[src/rtl/tft_spi_ctrl.sv]
// TFT SPI front-end controller: panel hardware-reset sequencing, command/pixel
// arbitration and a single-word output slot toward the SPI word serializer.
module tft_spi_ctrl #(
   parameter int RST_LOW_CYCLES  = 1000,
   parameter int RST_WAIT_CYCLES = 5000,
   parameter int BURST_MAX       = 64,
   parameter int CNT_W           = 16
) (
   input  logic        clk,
   input  logic        rst_n,
   input  logic        cmd_valid,
   input  logic [15:0] cmd_data,
   input  logic        cmd_dc,
   output logic        cmd_ready,
   input  logic        pix_valid,
   input  logic [15:0] pix_data,
   output logic        pix_ready,
   output logic [15:0] ser_word,
   output logic        ser_dc,
   output logic        ser_valid,
   input  logic        ser_ready,
   output logic        tft_rst_n,
   output logic        init_done,
   output logic        busy
);

   localparam int BW = $clog2(BURST_MAX + 1);

   typedef enum logic [2:0] {
      ST_RST_LOW,
      ST_RST_WAIT,
      ST_IDLE,
      ST_CMD,
      ST_PIX
   } state_t;

   state_t           state;
   logic [CNT_W-1:0] cnt;
   logic [BW-1:0]    burst_cnt;
   logic             space;
   logic             cmd_acc;
   logic             pix_acc;

   // The slot is free when empty or when its word leaves on this edge.
   assign space     = !ser_valid || ser_ready;
   assign cmd_ready = (state == ST_CMD) && space;
   assign pix_ready = (state == ST_PIX) && space && (burst_cnt < BW'(BURST_MAX));
   assign cmd_acc   = cmd_valid && cmd_ready;
   assign pix_acc   = pix_valid && pix_ready;
   assign busy      = (state == ST_CMD) || (state == ST_PIX) || ser_valid;

   always_ff @(posedge clk or negedge rst_n) begin
      if (!rst_n) begin
         state     <= ST_RST_LOW;
         cnt       <= '0;
         burst_cnt <= '0;
         tft_rst_n <= 1'b0;
         init_done <= 1'b0;
      end else begin
         case (state)
            ST_RST_LOW: begin
               if (cnt == CNT_W'(RST_LOW_CYCLES - 1)) begin
                  state     <= ST_RST_WAIT;
                  cnt       <= '0;
                  tft_rst_n <= 1'b1;
               end else begin
                  cnt <= cnt + 1'b1;
               end
            end
            ST_RST_WAIT: begin
               if (cnt == CNT_W'(RST_WAIT_CYCLES - 1)) begin
                  state     <= ST_IDLE;
                  cnt       <= '0;
                  init_done <= 1'b1;
               end else begin
                  cnt <= cnt + 1'b1;
               end
            end
            ST_IDLE: begin
               if (cmd_valid) begin
                  state <= ST_CMD;
               end else if (pix_valid) begin
                  state     <= ST_PIX;
                  burst_cnt <= '0;
               end
            end
            ST_CMD: begin
               if (!cmd_valid)
                  state <= ST_IDLE;
            end
            ST_PIX: begin
               if (pix_acc)
                  burst_cnt <= burst_cnt + 1'b1;
               if (!pix_valid)
                  state <= ST_IDLE;
               else if (pix_acc && (burst_cnt == BW'(BURST_MAX - 1)))
                  state <= ST_IDLE;
            end
            default: state <= ST_RST_LOW;
         endcase
      end
   end

   // Output slot: load on accept, otherwise drain when the serializer takes it.
   always_ff @(posedge clk or negedge rst_n) begin
      if (!rst_n) begin
         ser_word  <= '0;
         ser_dc    <= 1'b0;
         ser_valid <= 1'b0;
      end else if (cmd_acc) begin
         ser_word  <= cmd_data;
         ser_dc    <= cmd_dc;
         ser_valid <= 1'b1;
      end else if (pix_acc) begin
         ser_word  <= pix_data;
         ser_dc    <= 1'b1;
         ser_valid <= 1'b1;
      end else if (ser_ready) begin
         ser_valid <= 1'b0;
      end
   end

endmodule
[config.mk]
export PLATFORM = sky130hd
export DESIGN_NAME = tft_spi_ctrl
export DESIGN_NICKNAME = d
export VERILOG_FILES = /design/src/rtl/tft_spi_ctrl.sv
export SDC_FILE = /design/constraint.sdc
export NUM_CORES = 1
export LEC_CHECK = 0
export CAP_MARGIN = 20
export CORE_UTILIZATION = 49
export CTS_BUF_LIST = sky130_fd_sc_hd__clkbuf_8 sky130_fd_sc_hd__clkbuf_16
export DETAILED_ROUTE_END_ITERATION = 8
export GPL_TIMING_DRIVEN = 0
export HOLD_SLACK_MARGIN = 0.15
export PLACE_DENSITY = 0.79
export RECOVER_POWER = 100
export SLEW_MARGIN = 40
export SYNTH_ARGS = -nofsm -noshare
export SYNTH_HDL_FRONTEND = slang
export SYNTH_SLANG_ARGS = --single-unit
[constraint.sdc]
create_clock -name clk -period 1.86 [get_ports clk]
set_clock_uncertainty 0.05 [all_clocks]
set_input_delay 0.558 -clock clk [delete_from_list [all_inputs] [get_ports clk]]
set_output_delay 0.558 -clock clk [all_outputs]
set_load 0.01 [all_outputs]
# Word-level counts from Yosys, hierarchy flattened
# Cells that the tools add are included.
# word_totals
elab_cells	67
out_inout_bits	23
ff_bits	46
# op_classes
addsub	2
n_reduce_logical	19
n_eq_ne	15
muxes	22
order_cmp	1
# ops
op	count
two-way mux 16 bit	4
one-hot mux 16 bit (2 select lines)	1
two-way mux 3 bit	7
two-way mux 7 bit	3
adder 16 x 1 -> 16 bit (second input constant)	1
== test 16 x 10 -> 1 bit (second input constant)	1
== test 16 x 13 -> 1 bit (second input constant)	1
one-hot mux 3 bit (5 select lines)	1
one-hot mux 7 bit (2 select lines)	1
inequality test 2 bit (second input constant)	6
adder 7 x 1 -> 7 bit (second input constant)	1
== test 7 x 6 -> 1 bit (second input constant)	1
< comparator 7 bit (second input constant)	1
== test 3 x 2 -> 1 bit (second input constant)	2
logical AND 1 bit	6
nonzero test 2 bit	3
two-way mux 1 bit	5
AND reduction 5 bit	1
AND reduction 2 bit	2
AND reduction 4 bit	1
== test 3 x 1 -> 1 bit (second input constant)	1
== test 3 bit (second input constant)	1
logical NOT 3 bit	1
logical OR 1 bit	3
4 further kinds	4

# Depth between registers and ports, before layout
# depth
word_depth	9
mapped_depth	9
depth_no_buf	6

# Least setup slack after synthesis
# No wires, ideal clock.
# synth_timing
kind	input to register
startpoint	input ser_ready
endpoint	register ser_word[10]
path_stages	7
path_buffers	3
slack_ns	0.030
setup_ns	0.122
arrival_ns	1.658
t_required_ns	1.688
path_cell_list	nor2b_1 buf_2 or4_4 nand2b_2 buf_6 buf_6 a21oi_2
# synth_between
elab_chain_cells	5
# synth_lines
item	line	rtl
from (decl)	21	input logic ser_ready,
logical OR 1 bit *	45	assign space = !ser_valid || ser_ready;
logical AND 1 bit (2 in a row)	47	assign pix_ready = (state == ST_PIX) && space && (burst_cnt < BW'(BURST_MAX));
logical AND 1 bit	49	assign pix_acc = pix_valid && pix_ready;
nonzero test 2 bit (no source line)	-	
to (signal assigned)	111	ser_word <= cmd_data;
to (signal assigned)	115	ser_word <= pix_data;
to (decl)	18	output logic [15:0] ser_word,
# Mark *: on every way between the ends. The rest lies on a longest branch, timed or not.
# A chain may end at the register's enable or synchronous reset.

# Final worst setup path
# layout_timing
startpoint	register state[0]
endpoint	output pix_ready
# layout_between
elab_chain_cells	3
# layout_lines
item	line	rtl
from (decl)	37	state_t state;
from (signal assigned)	54	state <= ST_RST_LOW;
from (signal assigned)	63	state <= ST_RST_WAIT;
from (signal assigned)	72	state <= ST_IDLE;
== test 3 bit	47	
logical AND 1 bit (2 in a row)	47	
to (decl)	17	output logic pix_ready,
# No other way between the ends.

==> flow_metrics.py <==
metrics = {
    "setup_path": {
        "slowest_stage": "dfrtp_1",
        "path_cells": "clkbuf_8, or2_4, nor3_2, buf_2",
        "cp-start-kind": "flip-flop",
        "r2r_end": "ser_word[13]",
        "cp.arrival_ps": 1360,
        "crit_fanout": 3,
        "slowest_delay_ps": 420,
        "critPathLaunch": "state[0]",
        "regToRegSetupSlack_ps": -50,
        "required_ps": 1250,
        "r2r_cells": 8,
        "criticalPathCategory": "reg -> out",
        "reg2reg_from": "state[0]",
        "end_kind": "output port",
    },
    "yosys": {
        "synthDominantCellAreaShare_pct": 46.7,
        "synthSimpleGateAreaFrac_pct": 21.9,
        "ys_seq_area_share_pct": 46.7,
        "async_flop_share_pct": 100,
        "synth_xor_area_share_pct": 4.62,
        "synth_edf_count": 0,
        "synth_flop_cell": "dfrtp_1",
        "syn_inst": 239,
        "yosys_warnings": 0,
        "syn_area_mm2": 0.00247,
        "synthMuxAreaShare_pct": 6.49,
        "postSynthAreaPerCell_um2": 10.3,
        "synth_fa_ha_area_share_pct": 1.01,
        "synth_top_area_cell": "dfrtp_1",
        "synth_top_family_by_area": "simple AND/OR/NAND/NOR gates",
        "synth_area_leaders": "dfrtp_1 (47%), mux2i_1 (6.5%), a21oi_2 (5.3%), nor2_2 (3.6%), xnor2_1 (3.2%)",
        "synth_nets": 279,
        "synth_compound_area_share_pct": 14.1,
        "synthDistinctLibCells": 50,
        "synth.ff_latch_count": 46,
    },
    "pwr": {
        "switching_power_uw": 433,
        "sw_frac_of_total_pct": 22.9,
        "pwr-share-clk_pct": 32.8,
        "p_per_area_mw_per_mm2": 520,
        "power_frac_comb_pct": 11.7,
        "p_int_uw": 1460,
        "vdd_drop_max_mv": 0.337,
        "pwr-share-seq_pct": 55.6,
        "static-leakage-power_uw": 0.00151,
    },
    "min_path": {
        "hold_end": "init_done",
        "hold_class": "reg -> reg",
        "holdPathStages": 1,
        "min_from": "init_done",
    },
    "floorplanning": {
        "die_y_um": 72.9,
        "boundaryPins": 61,
        "die-area_mm2": 0.00532,
        "die_w_um": 72.9,
        "start_util_pct": 51.5,
        "num_rows": 25,
        "core_area_mm2": 0.00479,
    },
    "cells_and_area": {
        "antennaDiodeCount": 0,
        "area_growth_pct": 47.2,
        "nNetsFinal": 375,
        "fillerInstances": 343,
        "drive_gt1_share_pct": 30.7,
    },
    "outcome": {
        "status": "finished with violations",
        "violations": "setup timing",
    },
    "drt": {
        "drc": 0,
        "wl_per_cell_um": 14.9,
        "num_vias": 2162,
        "drt_iter0_drc": 180,
        "dr.pass1.iters": 4,
        "routed_wl_um": 6020,
        "routed_via_density": 5.36,
        "ant_nets": 0,
    },
    "timing": {
        "max_freq_mhz": 508,
        "setup_tns_ps": -329,
        "slew_violations": 0,
        "hold_violations": 0,
        "fin_ws_ps": -108,
        "rsz0062_at_grt": "yes",
        "worst_slew_pin_slew_ps": 525,
        "max-slew-margin-rel_pct": 65.0,
        "finalCriticalPeriod_ps": 1970,
        "finalSetupViolations": 7,
        "period_share_pct": 106,
    },
    "placement": {
        "port_buffers": 60,
        "dpl.hpwl_um": 3660,
        "place_ws_ps": -719,
        "gp_congestion": 0.835,
    },
    "run": {
        "max-cap-violations": 0,
    },
    "clock_network": {
        "numCtsBuffers": 5,
        "clk_latency_ps": 300,
        "cts_max_level": 2,
        "clkTransAtPathRegs_ps": 80,
        "cts.path.max_buffers": 2,
        "cts_tree": "built",
        "clock-sinks": 46,
        "cts_root_buf": "clkbuf_8",
    },
    "global_route": {
        "grt_first_pass_wirelength_um": 9340,
        "grt_usage_pct": 23.3,
        "grt_max_degree": 40,
        "grt_antenna_before_repair": 0,
        "grt_pass1_vias": 1965,
        "grt.overflow.total": 0,
    },
}
cells by family (layout without fill, tap and decap cells):
group,after synthesis,count (layout)
buf+inv,17,114
compound gates,49,49
mux,16,16
fa+ha+maj,2,2
flops,46,46
simple gates,96,96
xor+xnor,13,13
metal layers:
metal	GRT usage (%)	wire (um)	vias up
met3	4.01	286	11
met1	31.2	2600	1033
li1	-	-	1034
met2	37.4	3020	84
met4	10.0	111	0
met5	0	0	-
how the worst max path moves through the flow:
stage	endpoint	slack [ps]	depth (start not counted)
6_report	pix_ready	-110	4
5_1_grt	burst_cnt[5]	-170	6
4_1_cts	pix_ready	-80	4
3_5_place_dp	cmd_ready	-720	5
3_3_place_gp	ser_word[15]	-1100	1
2_1_floorplan	ser_word[10]	30	7
final cells by class:
cell class                      count  area (um2)  area share (%)
Multi-Input combinational cell    176        1290            35.6
Sequential cell                    46        1150            31.7
Timing Repair Buffer               90         841            23.2
Buffer                              9         143            3.93
Tap cell                           67        83.8            2.31
Clock buffer                        6        82.6            2.28
Inverter                            7        26.3           0.724
Clock inverter                      2        8.76           0.241
cell usage after synthesis, types with 2 or more instances:
master    instances
a21o_1            3
a21oi_1           9
a21oi_2          15
and2_1            2
and3_1            2
buf_12            2
buf_2             2
buf_6             3
dfrtp_1          46
ha_1              2
inv_1             7
mux2i_1          16
nand2_1          15
nand2b_4          2
nand3_1           9
nand4_1           5
nor2_1           19
nor2_2           14
nor2b_1           2
nor3_1            7
nor4_1            4
o21ai_0          10
o31a_1            2
or2_2             2
or3_1             3
xnor2_1           9
xor2_1            4
power groups by stage:
stage / logic, uW / clock network, uW / registers, uW
CTS: 227 / 640 / 1050
global route: 241 / 671 / 1050
detailed placement: 224 / 0 / 1070
floorplan: 53.3 / 0 / 1080
global placement: 217 / 0 / 1070
finish: 221 / 619 / 1050
worst max-delay path: cells and delay by family (launching register included):
family	cells	cell delay [ps]
buf+inv	2	300
simple gates	2	350
flops	1	420
state kept, by name, indices dropped and copies added, names as in the netlist:
signal     count
init_done      1
cnt           16
state          3
ser_valid      1
ser_word      16
burst_cnt      7
tft_rst_n      1
ser_dc         1
metrics by stage:
step,std cells,utilization [%],hold slack (ps),area (um2),power [uW]
6_report,403,75.8,426,3630,1890
5_1_grt,403,75.8,455,3630,1970
4_1_cts,393,73.3,434,3510,1920
3_5_place_dp,367,66.2,340,3170,1290
3_3_place_gp,366,65.8,410,3150,1280
2_1_floorplan,239,-,212,2470,1130
cells in the final DEF (no fill, tap or decap), types with 13 or more instances in the layout:
cell type        instances
buf_4                   23
nor2_2                  16
nand2_1                 14
a21oi_2                 14
mux2i_1                 13
clkdlybuf4s50_1         47
nor2_1                  16
dfrtp_1                 45
what timing repair did:
action,CTS,global route
gates cloned,1,1
endpoints found under the hold margin,7,0
endpoints found under the setup margin,37,35
pin swaps,2,8
hold buffers,1,0
buffers inserted,17,9
gates resized for setup,44,24
Power figures use the tool's default switching activity.
